**config.mk**
```make
export PLATFORM = sky130hd
export DESIGN_NAME = jt12_dac_out
export DESIGN_NICKNAME = d
export VERILOG_FILES = /design/src/rtl/jt12_dac_sd1.sv /design/src/rtl/jt12_dac_out.sv
export SDC_FILE = /design/constraint.sdc
export NUM_CORES = 1
export LEC_CHECK = 0
export ABC_AREA = 1
export CORE_MARGIN = 10
export CORE_UTILIZATION = 41
export CTS_BUF_LIST = sky130_fd_sc_hd__clkbuf_8
export CTS_CLUSTER_SIZE = 25
export DETAILED_ROUTE_END_ITERATION = 6
export SYNTH_ARGS = -nofsm -noshare
export SYNTH_HDL_FRONTEND = slang
export SYNTH_SLANG_ARGS = --single-unit
```
**constraint.sdc**
```tcl
create_clock -name clk -period 1.75 [get_ports clk]
set_clock_uncertainty 0.05 [all_clocks]
set_input_delay 0.175 -clock clk [delete_from_list [all_inputs] [get_ports clk]]
set_output_delay 0.175 -clock clk [all_outputs]
set_load 0.02 [all_outputs]
```
**src/rtl/jt12_dac_sd1.sv**
```systemverilog
// jt12_dac_sd1: first-order sigma-delta 1-bit DAC, carry of acc+target is the output bit
module jt12_dac_sd1 #(
  parameter int W = 16
) (
  input  logic         clk,
  input  logic         rst,
  input  logic         cen,
  input  logic [W-1:0] target,
  output logic         bit_out
);
  logic [W-1:0] acc_q, acc_d;
  logic         bit_q, bit_d;
  logic [W:0]   sum;
  always_comb begin
    sum   = {1'b0, acc_q} + {1'b0, target};
    acc_d = cen ? sum[W-1:0] : acc_q;
    bit_d = cen ? sum[W] : bit_q;
  end
  always_ff @(posedge clk) begin
    if (rst) begin
      acc_q <= '0;
      bit_q <= 1'b0;
    end else begin
      acc_q <= acc_d;
      bit_q <= bit_d;
    end
  end
  assign bit_out = bit_q;
endmodule

```
**src/rtl/jt12_dac_out.sv**
```systemverilog
// jt12_dac_out: captures FIR L/R samples, rounds/saturates to DAC_W-bit PCM and drives two sigma-delta streams
module jt12_dac_out #(
  parameter int IN_W  = 20,
  parameter int SHIFT = 4,
  parameter int DAC_W = 16
) (
  input  logic                    clk,
  input  logic                    rst,
  input  logic                    sample_in,
  input  logic signed [IN_W-1:0]  left_in,
  input  logic signed [IN_W-1:0]  right_in,
  input  logic                    cen,
  input  logic                    sat_clr,
  output logic signed [DAC_W-1:0] left_pcm,
  output logic signed [DAC_W-1:0] right_pcm,
  output logic                    pcm_valid,
  output logic                    left_bit,
  output logic                    right_bit,
  output logic                    sat_l,
  output logic                    sat_r
);
  function automatic logic signed [IN_W:0] rnd(input logic signed [IN_W-1:0] x);
    logic signed [IN_W:0] e, h;
    e = {x[IN_W-1], x};
    h = (IN_W+1)'(1) << (SHIFT-1);
    return (e + h) >>> SHIFT;
  endfunction
  function automatic logic ovf(input logic signed [IN_W:0] r);
    return !((&r[IN_W:DAC_W-1]) || !(|r[IN_W:DAC_W-1]));
  endfunction
  function automatic logic [DAC_W-1:0] sat(input logic signed [IN_W:0] r);
    return ovf(r) ? {r[IN_W], {(DAC_W-1){~r[IN_W]}}} : r[DAC_W-1:0];
  endfunction
  logic                   last_q, last_d, edge_s;
  logic [IN_W-1:0]        xl_q, xl_d, xr_q, xr_d;
  logic signed [IN_W:0]   rl_q, rl_d, rr_q, rr_d;
  logic [DAC_W-1:0]       pl_q, pl_d, pr_q, pr_d, tl_q, tl_d, tr_q, tr_d, sl, sr;
  logic                   v0_q, v0_d, v1_q, v1_d, pv_q, pv_d, sat_l_q, sat_l_d, sat_r_q, sat_r_d;
  always_comb begin
    last_d  = sample_in;
    edge_s  = sample_in & ~last_q;
    v0_d    = edge_s;
    xl_d    = edge_s ? left_in : xl_q;
    xr_d    = edge_s ? right_in : xr_q;
    v1_d    = v0_q;
    rl_d    = v0_q ? rnd(xl_q) : rl_q;
    rr_d    = v0_q ? rnd(xr_q) : rr_q;
    sl      = sat(rl_q);
    sr      = sat(rr_q);
    pv_d    = v1_q;
    pl_d    = v1_q ? sl : pl_q;
    pr_d    = v1_q ? sr : pr_q;
    tl_d    = v1_q ? {~sl[DAC_W-1], sl[DAC_W-2:0]} : tl_q;
    tr_d    = v1_q ? {~sr[DAC_W-1], sr[DAC_W-2:0]} : tr_q;
    sat_l_d = (v1_q && ovf(rl_q)) ? 1'b1 : sat_clr ? 1'b0 : sat_l_q;
    sat_r_d = (v1_q && ovf(rr_q)) ? 1'b1 : sat_clr ? 1'b0 : sat_r_q;
  end
  always_ff @(posedge clk) begin
    if (rst) begin
      last_q  <= 1'b0;
      xl_q    <= '0;
      xr_q    <= '0;
      v0_q    <= 1'b0;
      rl_q    <= '0;
      rr_q    <= '0;
      v1_q    <= 1'b0;
      pl_q    <= '0;
      pr_q    <= '0;
      pv_q    <= 1'b0;
      tl_q    <= {1'b1, {(DAC_W-1){1'b0}}};
      tr_q    <= {1'b1, {(DAC_W-1){1'b0}}};
      sat_l_q <= 1'b0;
      sat_r_q <= 1'b0;
    end else begin
      last_q  <= last_d;
      xl_q    <= xl_d;
      xr_q    <= xr_d;
      v0_q    <= v0_d;
      rl_q    <= rl_d;
      rr_q    <= rr_d;
      v1_q    <= v1_d;
      pl_q    <= pl_d;
      pr_q    <= pr_d;
      pv_q    <= pv_d;
      tl_q    <= tl_d;
      tr_q    <= tr_d;
      sat_l_q <= sat_l_d;
      sat_r_q <= sat_r_d;
    end
  end
  jt12_dac_sd1 #(.W(DAC_W)) u_sd_l (.clk(clk), .rst(rst), .cen(cen), .target(tl_q), .bit_out(left_bit));
  jt12_dac_sd1 #(.W(DAC_W)) u_sd_r (.clk(clk), .rst(rst), .cen(cen), .target(tr_q), .bit_out(right_bit));
  assign left_pcm  = pl_q;
  assign right_pcm = pr_q;
  assign pcm_valid = pv_q;
  assign sat_l     = sat_l_q;
  assign sat_r     = sat_r_q;
endmodule

```
==> results of run 1 <==
metrics by stage:
step                std cells  area (um^2)  setup TNS [ps]  hold WS, ps
global placement         1537         9190           -39.2          412
global route             1570         9980            -220         65.3
detailed placement       1537         9190            -127          421
CTS                      1569         9570               0         65.1
floorplan                1226         8140               0          242
finish                   1570         9980               0         58.6
registers in the layout (all words and copies together), names as in the netlist, 16 cells and up:
signal	flops
left_pcm	16
right_pcm	16
rl_q	17
rr_q	17
u_sd_l.acc_q	16
u_sd_r.acc_q	16
xl_q	17
xr_q	17
synthesized netlist by cell type, drive strengths merged:
library cell  number  area share, %
o31ai              2           0.18
fa                 2           0.49
o21ai             80            4.9
o211ai            13            1.2
nor4               1          0.077
a31oi              2           0.15
nor2             157            7.6
a21oi             58            3.6
xor2              17            1.8
nand3b             1          0.092
xnor2              3           0.32
o32ai              2           0.22
o21bai             1          0.092
clkbuf            30            1.4
nand4             13            1.0
nand2            254             12
ha                38            5.8
dfxtp            142             35
o221ai            29            3.1
buf               46            3.6
nor3              17            1.4
nand3             76            4.8
or2                3           0.23
inv              239             11
power by group:
group / switching, mW / internal [mW] / total (mW)
combinational: 0.732 / 0.572 / 1.30
clock: 1.30 / 1.42 / 2.72
sequential: 0.186 / 3.44 / 3.63
total: 2.21 / 5.44 / 7.65
path summary, 6_finish.rpt:
| check | startpoint | end | depth (start not counted) |
|---|---|---|---|
| max | right_pcm[15] | right_pcm[15] | 1 |
| min | cen | u_sd_l.acc_q[1] | 2 |
| max reg2reg | right_pcm[0] | u_sd_r.acc_q[8] | 11 |
| min reg2reg | sat_r | sat_r | 2 |
layer usage:
layer	vias up	routed length [um]
met2	121	8700
met1	3247	10500
met5	-	0
met3	28	662
met4	0	314
li1	3966	-
cells in the final DEF (no fill, tap or decap), types with 4 or more instances in the layout:
cell / synthesis / layout
a21oi_1: 58 / 46
xor2_1: 17 / 17
clkbuf_8: 0 / 18
nand3_2: 2 / 12
ha_4: 0 / 18
dlymetal6s2s_1: 0 / 5
clkinv_2: 0 / 5
clkdlybuf4s50_1: 0 / 45
inv_2: 10 / 14
a21oi_2: 0 / 12
nand3_1: 74 / 62
o211ai_1: 13 / 13
o21ai_1: 14 / 14
nand2_1: 250 / 240
dfxtp_2: 0 / 11
nor3_1: 13 / 13
dfxtp_1: 142 / 130
buf_4: 30 / 45
nor2_2: 3 / 4
nand2_2: 3 / 13
inv_1: 229 / 228
nor2_1: 151 / 150
ha_1: 38 / 19
o221ai_1: 29 / 29
o21ai_0: 66 / 66
dlygate4sd2_1: 0 / 23
nand4_1: 13 / 13
logic make-up (layout without fill, tap and decap cells):
logic type	Yosys count	count (layout)	share of synthesized area, %
xor+xnor	20	20	2.15
compound gates	187	187	13.5
flops	142	142	34.9
simple gates	522	522	27.1
buf+inv	315	394	16.1
fa+ha+maj	40	40	6.33
timing repair:
| action | in CTS | in global routing |
|---|---|---|
| buffers inserted | 0 | 1 |
| setup endpoints to repair | 32 | 31 |
| resized for setup | 27 | 82 |
| pin swaps | 0 | 8 |
area by class of cell:
type | count | area, um^2 | area share [%]
clock buffer | 18 | 248 | 2.48
multi-input combinational | 769 | 4370 | 43.8
timing repair buffer | 123 | 1120 | 11.2
inverter | 239 | 897 | 8.99
sequential | 142 | 2860 | 28.7
tap | 265 | 332 | 3.32
clock inverter | 14 | 150 | 1.50
==> results by group, run 1 <==
Status
  • Status: complete, no violations

Placed design
  • Port Buffers: 75
  • Post-DP HPWL: 14.9 mm
  • Place WS: -52.8 ps
  • RePlAce Congestion: 0.880

Clocking
  • CTS Sinks: 142
  • Clock Pin Slew Worst Setup and Hold Paths: 90 ps
  • # hold bufs at CTS: 0
  • TritonCTS clock tree: built
  • H-Tree Depth: 4
  • CTS buffer count: 17
  • Worst-skew pair later-pin latency: 460 ps
  • CTS Buffer Depth: 2
  • CTS Root Cell: clkbuf_8

Layout
  • Fill cells: 2,035
  • Nets@finish: 1,377
  • Share of layout cells above drive strength 1: 13.6%
  • Final Util: 51.1%
  • Layout area overhead: 22.6%
  • ANT cells: 0

Worst setup path
  • Highest-delay cell along the critical path: clkdlybuf4s50_1
  • Slowest stage delay, CP: 630 ps
  • Crit. End Element: primary output
  • Buffers & Inverters on Critical Path: 1
  • CP max FO: 2
  • Worst EP required: 1520 ps
  • Crit-path leading delay family: buffers and inverters
  • R2r setup slk: 50 ps
  • Critical-path cell list: clkdlybuf4s50_1
  • Crit path kind: reg -> out
  • Startpoint class of the critical path: flip-flop
  • Worst EP arrival: 1470 ps

Yosys
  • Synthesis Warnings: 0
  • Mean Syn Cell Area: 6.64 um^2
  • Count of cell types in the netlist: 35
  • #FFs+latches synth: 142
  • Post-Syn Area: 8140 um^2
  • Post-synthesis sequential area ratio: 34.9%
  • Syn_nets: 1,311
  • Synth Instances: 1,226

Detailed routing
  • DR DRC count: 0
  • Vias: 7,362
  • ANT nets after route: 0
  • WL/cell: 12.9 um
  • Vias per cell: 4.69
  • DR iter-0 viols: 300
  • TritonRoute pass-1 iters: 4
  • WL final: 20.2 mm

Power
  • Pwr/cell area: 767 nW/um^2
  • Total chip power: 7.65 mW
  • Leak: 5.26 nW
  • Maximum vdd drop: 0.496 mV

Die
  • Core Area: 19,500 um^2
  • Cell Rows: 51
  • Initial core utilization: 41.7%
  • DIE WIDTH: 161 um
  • Die Span Y: 161 um
  • Die area: 25,900 um^2
  • I/O Pins: 82

STA
  • Worst slew pin tran: 477 ps
  • Max-slew violations: 0
  • Fmax: 0.588 GHz
  • Fin crit period: 1700 ps
  • RSZ-0062 raised after global routing: true
  • Hold Vio Cnt, Final: 0
  • Final period utilization: 97.1%
  • Final setup violation count: 0
  • Max-slew headroom: 68.2%
  • Final worst-path setup slack: 50.0 ps

Global route
  • Grt met3 use: 3.07%
  • Largest net degree at the start of global routing: 49
  • GRT busiest layer: met2
  • Antenna violations before repair: 0
  • Routing usage on met2: 23.8%
  • Gr ovfl total: 0
  • First-pass GRT wire length: 33.5 mm
  • GR Util met1: 21.3%
  • Tot GR Track Use: 15.4%
  • Vias in the first global route: 6,902

Worst hold path
  • HP Class: in -> reg

Run
  • Max Cap Viol: 0
No activity file was read; power rests on OpenSTA's default activity.
==> run 2, diff against run 1 <==
- CTS_BUF_LIST: sky130_fd_sc_hd__clkbuf_8 -> sky130_fd_sc_hd__clkbuf_16
- SLEW_MARGIN: unset -> 15
- clock period: 1.75 -> 1.7 ns (I/O delays scaled with it)
==> results by group, run 2 (same netlist as run 1, synthesis figures left out) <==
Layout
  • ANT cells: 0 (unchanged)
  • Fill cells: 1,959 (-3.7%)
  • Leading cell type in the layout, fill and taps excluded: nand2_1
  • Non-Filler Instances: 1,581 (+0.70%)
  • Most frequent cells in the layout: nand2_1 (237), inv_1 (228), nor2_1 (148)
  • Nets@finish: 1,388 (+0.80%)
  • Layout area overhead: 27.4%
  • Share of layout cells above drive strength 1: 16.2% (+2.6 points)
  • Final Util: 53.1% (+2.0 points)

STA
  • Min Hold Slack: 153 ps (+94.5 ps)
  • Hold Vio Cnt, Final: 0 (unchanged)
  • Max-slew headroom: 72.9% (+4.7 points)
  • Final setup violation count: 0 (unchanged)
  • Fin crit period: 1650 ps
  • Fmax: 0.605 GHz
  • RSZ-0062 raised after global routing: true
  • Final period utilization: 97.2%
  • Max-slew violations: 0 (unchanged)
  • Worst slew pin tran: 403 ps (-74.0 ps)

Clocking
  • CTS Buffer Depth: 2 (unchanged)
  • TritonCTS clock tree: built
  • CTS buffer count: 17 (unchanged)
  • CTS Root Cell: clkbuf_16
  • Worst-skew pair later-pin latency: 430 ps (-30 ps)
  • # hold bufs at CTS: 0 (unchanged)
  • H-Tree Depth: 4 (unchanged)
  • Clock Pin Slew Worst Setup and Hold Paths: 60 ps (-30 ps)
  • CTS Sinks: 142 (unchanged)

Global route
  • Vias in the first global route: 7,050 (+2.1%)
  • Largest net degree at the start of global routing: 49 (unchanged)
  • Tot GR Track Use: 15.6% (+0.23 points)
  • Gr ovfl total: 0 (unchanged)
  • First-pass GRT wire length: 34.0 mm (+1.2%)
  • Antenna violations before repair: 0 (unchanged)

Worst setup path
  • Slowest stage delay, CP: 360 ps (-270 ps)
  • Critical path's most frequent cell: inv_2
  • CP max FO: 3 (+1)
  • Highest-delay cell along the critical path: fa_2
  • Worst EP required: 2020 ps (+500 ps)
  • Crit-path leading delay family: simple AND/OR/NAND/NOR gates
  • Startpoint class of the critical path: flip-flop
  • Worst EP arrival: 1980 ps (+510 ps)
  • Buffers & Inverters on Critical Path: 3 (+2)
  • Crit path kind: reg -> reg
  • Critical-path cell list: ha_4, inv_2, fa_2, inv_2, nand3_2, nand3_4, a21oi_2, or2_1, nand3_1, nand2_1, inv_1
  • Crit. End Element: flip-flop

Placed design
  • Cells after DPL: 1,547 (+0.65%)
  • Post-DP HPWL: 15.0 mm (+0.49%)
  • Port Buffers: 75 (unchanged)
  • RePlAce Congestion: 0.867 (-1.4%)

Detailed routing
  • WL/cell: 13.1 um (+1.5%)
  • ANT nets after route: 0 (unchanged)
  • DR DRC count: 0 (unchanged)
  • TritonRoute pass-1 iters: 4 (unchanged)
  • Vias per cell: 4.70 (+0.21%)
  • DR iter-0 viols: 404 (+35%)
  • WL final: 20.6 mm (+2.2%)
  • Vias: 7,429 (+0.91%)

Die
  • Die Span Y: 161 um (unchanged)
  • Die area: 25,900 um^2 (unchanged)
  • Core Area: 19,500 um^2 (unchanged)
  • Initial core utilization: 41.7% (unchanged)
  • I/O Pins: 82 (unchanged)
  • DIE WIDTH: 161 um (unchanged)
  • Cell Rows: 51 (unchanged)

Power
  • Total chip power: 8.97 mW (+17%)
  • Maximum vdd drop: 0.674 mV (+36%)
  • Pwr/cell area: 865 nW/um^2 (+13%)
  • Leak: 5.36 nW (+1.9%)

Run
  • Max Cap Viol: 0 (unchanged)

Worst hold path
  • HP Class: in -> reg

Status
  • Status: complete, no violations
==> run 2: worst min-delay path, delay by kind of cell <==
family | cells | cell delay [ps]
buffers and inverters | 2 | 250
and+or+nand+nor | 2 | 160
==> run 2: path summary, 6_finish.rpt <==
check / from / to / slack (ps) / cells after the start
worst max register to register: u_sd_l.acc_q[0] / u_sd_l.acc_q[8] / 50 / 11
worst min register to register: tl_q[15] / tl_q[15] / 430 / 2
worst min-delay path: cen / u_sd_l.acc_q[11] / 150 / 4
worst max-delay path: u_sd_l.acc_q[0] / u_sd_l.acc_q[8] / 50 / 11
==> run 2: per-layer routing <==
layer	part of all wire (%)	GRT usage, %	vias up
met5	0	0	-
met4	0.86	3.85	0
met3	3.2	3.37	15
met2	45	24.6	110
met1	51	21.3	3304
li1	-	-	4000
==> run 2: timing repair <==
item	4_1_cts	5_1_grt
setup buffers	0	2
pin swaps	1	17
endpoints found under the setup margin	43	31
gates resized for setup	39	98
hold endpoints to repair	0	0
==> run 2: metrics by stage <==
step | setup WS [ps] | setup TNS (ps) | instance area [um^2]
2_1_floorplan | 11.2 | 0 | 8140
3_3_place_gp | -44.4 | -90.4 | 9280
3_5_place_dp | -77.0 | -390 | 9280
4_1_cts | 4.31 | 0 | 9900
5_1_grt | -79.6 | -434 | 10400
6_report | 47.9 | 0 | 10400
==> run 2: power breakdown <==
part | internal, mW | total, mW | leakage [nW] | switching (mW)
logic | 0.620 | 1.38 | 3.89 | 0.764
clock network | 2.30 | 3.83 | 0.290 | 1.53
registers | 3.55 | 3.75 | 1.18 | 0.197
total | 6.48 | 8.97 | 5.36 | 2.49
==> run 2: area by class of cell <==
| class | instances | area (um^2) | share of cell area, % |
|---|---|---|---|
| Clock buffer | 17 | 425 | 4.10 |
| Inverter | 239 | 897 | 8.65 |
| Tap cell | 265 | 332 | 3.20 |
| Multi-Input combinational cell | 769 | 4470 | 43.1 |
| Sequential cell | 142 | 2870 | 27.7 |
| Clock inverter | 15 | 171 | 1.65 |
| Timing Repair Buffer | 134 | 1200 | 11.6 |
==> run 3, diff against run 2 <==
- ABC_AREA: 1 -> unset
==> results by group, run 3 <==
STA
  • Hold Vio Cnt, Final: 0 (unchanged)
  • Fin crit period: 2170 ps (+515 ps)
  • RSZ-0062 raised after global routing: true
  • Max-slew headroom: 23.6% (-49 points)
  • Final worst-path setup slack: -467 ps (-515 ps)
  • Final period utilization: 127% (+30 points)
  • Fmax: 0.461 GHz (-24%)
  • Min Hold Slack: 174 ps (+20.6 ps)
  • Final setup violation count: 28 (+28)
  • Worst slew pin tran: 1140 ps (+739 ps)
  • Max-slew violations: 0 (unchanged)

Yosys
  • Synthesis Warnings: 0 (unchanged)
  • Area leader, netlist: dfxtp_1
  • Most area-consuming cells after synthesis: dfxtp_1 (39%), ha_1 (6.5%), a21oi_1 (6.2%)
  • Mean Syn Cell Area: 8.27 um^2 (+25%)
  • Count of cell types in the netlist: 56 (+60%)
  • Async set-reset flop share out of synthesis: 0% (unchanged)
  • Post-Syn Area: 7280 um^2 (-11%)
  • List of most frequent post-synthesis cells: dfxtp_1 (142), nor2_1 (109), nand2_1 (101), a21oi_1 (90), a211oi_1 (56)
  • Synth Instances: 880 (-28%)
  • Post-synth EDFFs: 0 (unchanged)
  • Cell with the most instances after synthesis: dfxtp_1
  • Post-synth top area share: 39.1% (+4.1 points)
  • Post-synthesis sequential area ratio: 39.1% (+4.1 points)
  • #FFs+latches synth: 142 (unchanged)
  • Top_reg_cell synth: dfxtp_1
  • Syn_nets: 965 (-26%)

Power
  • Sequential Power Share: 42.3% (+0.5 points)
  • Pwr/cell area: 836 nW/um^2 (-3.4%)
  • Internal power: 6.42 mW (-0.89%)
  • Total chip power: 8.63 mW (-3.7%)
  • Leak: 4.03 nW (-25%)
  • Clock share of power: 42.7% (about the same)
  • Switching part of the total: 25.6% (-2.1 points)
  • Comb pwr share: 15.0% (-0.4 points)
  • Psw: 2.21 mW (-11%)
  • Maximum vdd drop: 0.712 mV (+5.7%)

Clocking
  • TritonCTS clock tree: built
  • Clock Pin Slew Worst Setup and Hold Paths: 60 ps (about the same)
  • CTS buffer count: 17 (unchanged)
  • CTS Buffer Depth: 2 (unchanged)
  • CTS Sinks: 142 (unchanged)
  • # hold bufs at CTS: 0 (unchanged)
  • H-Tree Depth: 4 (unchanged)
  • CTS Root Cell: clkbuf_16
  • Worst-skew pair later-pin latency: 420 ps (about the same)

Worst setup path
  • Startpoint class of the critical path: flip-flop
  • R2R Path Start: u_sd_r.acc_q[0]
  • CP max FO: 4 (+1)
  • Reg2Reg Depth: 9 (-2)
  • Slowest stage delay, CP: 330 ps (-30 ps)
  • Critical R2R Capture: u_sd_r.acc_q[14]
  • Crit path kind: reg -> reg
  • Critical-path cell list: ha_4, inv_2, fa_2, nor2b_4, o2111ai_4, a211oi_2, o31a_1, or3_1, a32o_1
  • Worst EP arrival: 2420 ps (+440 ps)
  • Buffers & Inverters on Critical Path: 1 (-2)
  • Worst EP required: 1960 ps (-60 ps)
  • R2r setup slk: -470 ps (-520 ps)
  • Crit. End Element: flip-flop
  • Crit-path leading delay family: compound AO/OA/AOI/OAI gates
  • Highest-delay cell along the critical path: dfxtp_2

Placed design
  • RePlAce Congestion: 0.898 (+3.5%)
  • Post-DP HPWL: 13.1 mm (-13%)
  • Dpl cell area: 9130 um^2 (-1.6%)
  • Port Buffers: 75 (unchanged)

Layout
  • Final Util: 59.5% (+6.4 points)
  • Share of layout cells above drive strength 1: 29.3% (+13 points)
  • Leading cell type in the layout, fill and taps excluded: buf_4
  • Nets@finish: 1,131 (-19%)
  • ANT cells: 0 (unchanged)
  • Most frequent cells in the layout: buf_4 (138), dfxtp_1 (109), nor2_1 (105)
  • Cell area after layout: 10,300 um^2 (-0.39%)
  • Fill cells: 1,546 (-21%)
  • Layout area overhead: 42.0%

Global route
  • Gr ovfl total: 0 (unchanged)
  • First-pass GRT wire length: 30.7 mm (-9.7%)
  • Largest net degree at the start of global routing: 111 (+130%)
  • Tot GR Track Use: 15.4% (-0.22 points)
  • Antenna violations before repair: 0 (unchanged)
  • Vias in the first global route: 6,195 (-12%)

Die
  • DIE WIDTH: 153 um (-4.8%)
  • Core Area: 17,400 um^2 (-11%)
  • Die area: 23,500 um^2 (-9.3%)
  • I/O Pins: 82 (unchanged)
  • Initial core utilization: 41.9% (+0.24 points)
  • Cell Rows: 48 (-5.9%)
  • Die Span Y: 153 um (-4.8%)

Worst hold path
  • Min-Delay Endpoint: right_pcm[10]
  • HP Class: in -> reg
  • Hold Crit Start: rst
  • Hold path depth: 3 (-1)

Detailed routing
  • DR iter-0 viols: 257 (-36%)
  • DR DRC count: 0 (unchanged)
  • TritonRoute pass-1 iters: 7 (+3)
  • ANT nets after route: 0 (unchanged)
  • Vias per cell: 5.04 (+7.3%)
  • WL/cell: 14.7 um (+12%)
  • Vias: 6,472 (-13%)
  • WL final: 18.8 mm (-8.8%)

Run
  • Max Cap Viol: 0 (unchanged)

Status
  • Status: finished with violations
  • Failing checks: setup timing
## run 3: changes by cell type after synthesis, sizes merged, moves of 14 or more
cell	before	now
nor3	17	3
nand2b	0	15
a211oi	0	59
a21oi	58	90
inv	239	19
nor2	157	109
nand3	76	17
o221ai	29	2
o21ai	80	39
nand2	254	101
or3	0	18
xnor2	3	19
mux2i	0	15
## run 3: kinds of logic (layout without fill, tap and decap cells)
logic type                 count (synthesis)  in the layout  synth area share (%)
and+or+nand+nor                          296            296                  18.1
AOI/OAI and AO/OA                        251            251                  22.2
DFF                                      142            142                  39.1
buffers and inverters                     98            277                  6.84
adders and majority gates                 40             40                  7.09
xor gates and xnor gates                  38             38                  4.57
muxes                                     15             15                  2.06
## run 3: worst register-to-register path, delay by kind of cell, from the launching register on
family	cells	cell delay (ps)
simple gates	2	380
fa+ha+maj	2	380
flops	1	330
buf+inv	1	50
compound gates	4	870
## run 3: area by class of cell
class                      count  area (um^2)  area share [%]
multi-input combinational    640         4570            44.3
sequential                   142         2890            28.0
inverter                      19         71.3           0.690
timing repair buffer         226         1930            18.7
tap                          225          282            2.73
clock buffer                  17          425            4.12
clock inverter                15          154            1.49
## run 3: per-layer routing
layer	track usage (%)	up-vias	wire length [um]
li1	-	3407	-
met4	4.31	0	191
met1	21.7	2938	9760
met2	22.7	114	8100
met3	3.79	13	771
met5	0	-	0
## run 3: power by group through the flow
stage	clock network (mW)	registers [mW]	logic (mW)
floorplan	0	3.70	0.737
global placement	0	3.70	1.21
detailed placement	0	3.71	1.22
CTS	3.74	3.65	1.27
global route	3.90	3.67	1.43
finish	3.69	3.65	1.30
## run 3: worst max path at each step
stage	from	endpoint	slack (ps)	depth (start not counted)
final	u_sd_r.acc_q[0]	u_sd_r.acc_q[14]	-470	9
after global routing	u_sd_r.acc_q[0]	u_sd_r.acc_q[14]	-550	9
after CTS	u_sd_r.acc_q[7]	u_sd_r.acc_q[14]	-410	7
after detailed placement	u_sd_r.acc_q[0]	u_sd_r.bit_out	-490	9
after global placement	u_sd_r.acc_q[0]	u_sd_r.bit_out	-470	9
after floorplan	u_sd_r.acc_q[0]	u_sd_r.bit_out	-370	9
## run 3: stage by stage
step | instances | setup slack (ps) | TNS [ps]
after floorplan | 880 | -369 | -2360
after global placement | 1228 | -472 | -5640
after detailed placement | 1228 | -489 | -6460
after CTS | 1272 | -414 | -4610
after global routing | 1284 | -550 | -7990
final | 1284 | -467 | -5700
## run 3: timing repair
action	in CTS	in global routing
buffers inserted	13	16
pin swaps	37	41
gates resized for setup	97	40
endpoints found under the setup margin	56	38
cloned	0	0
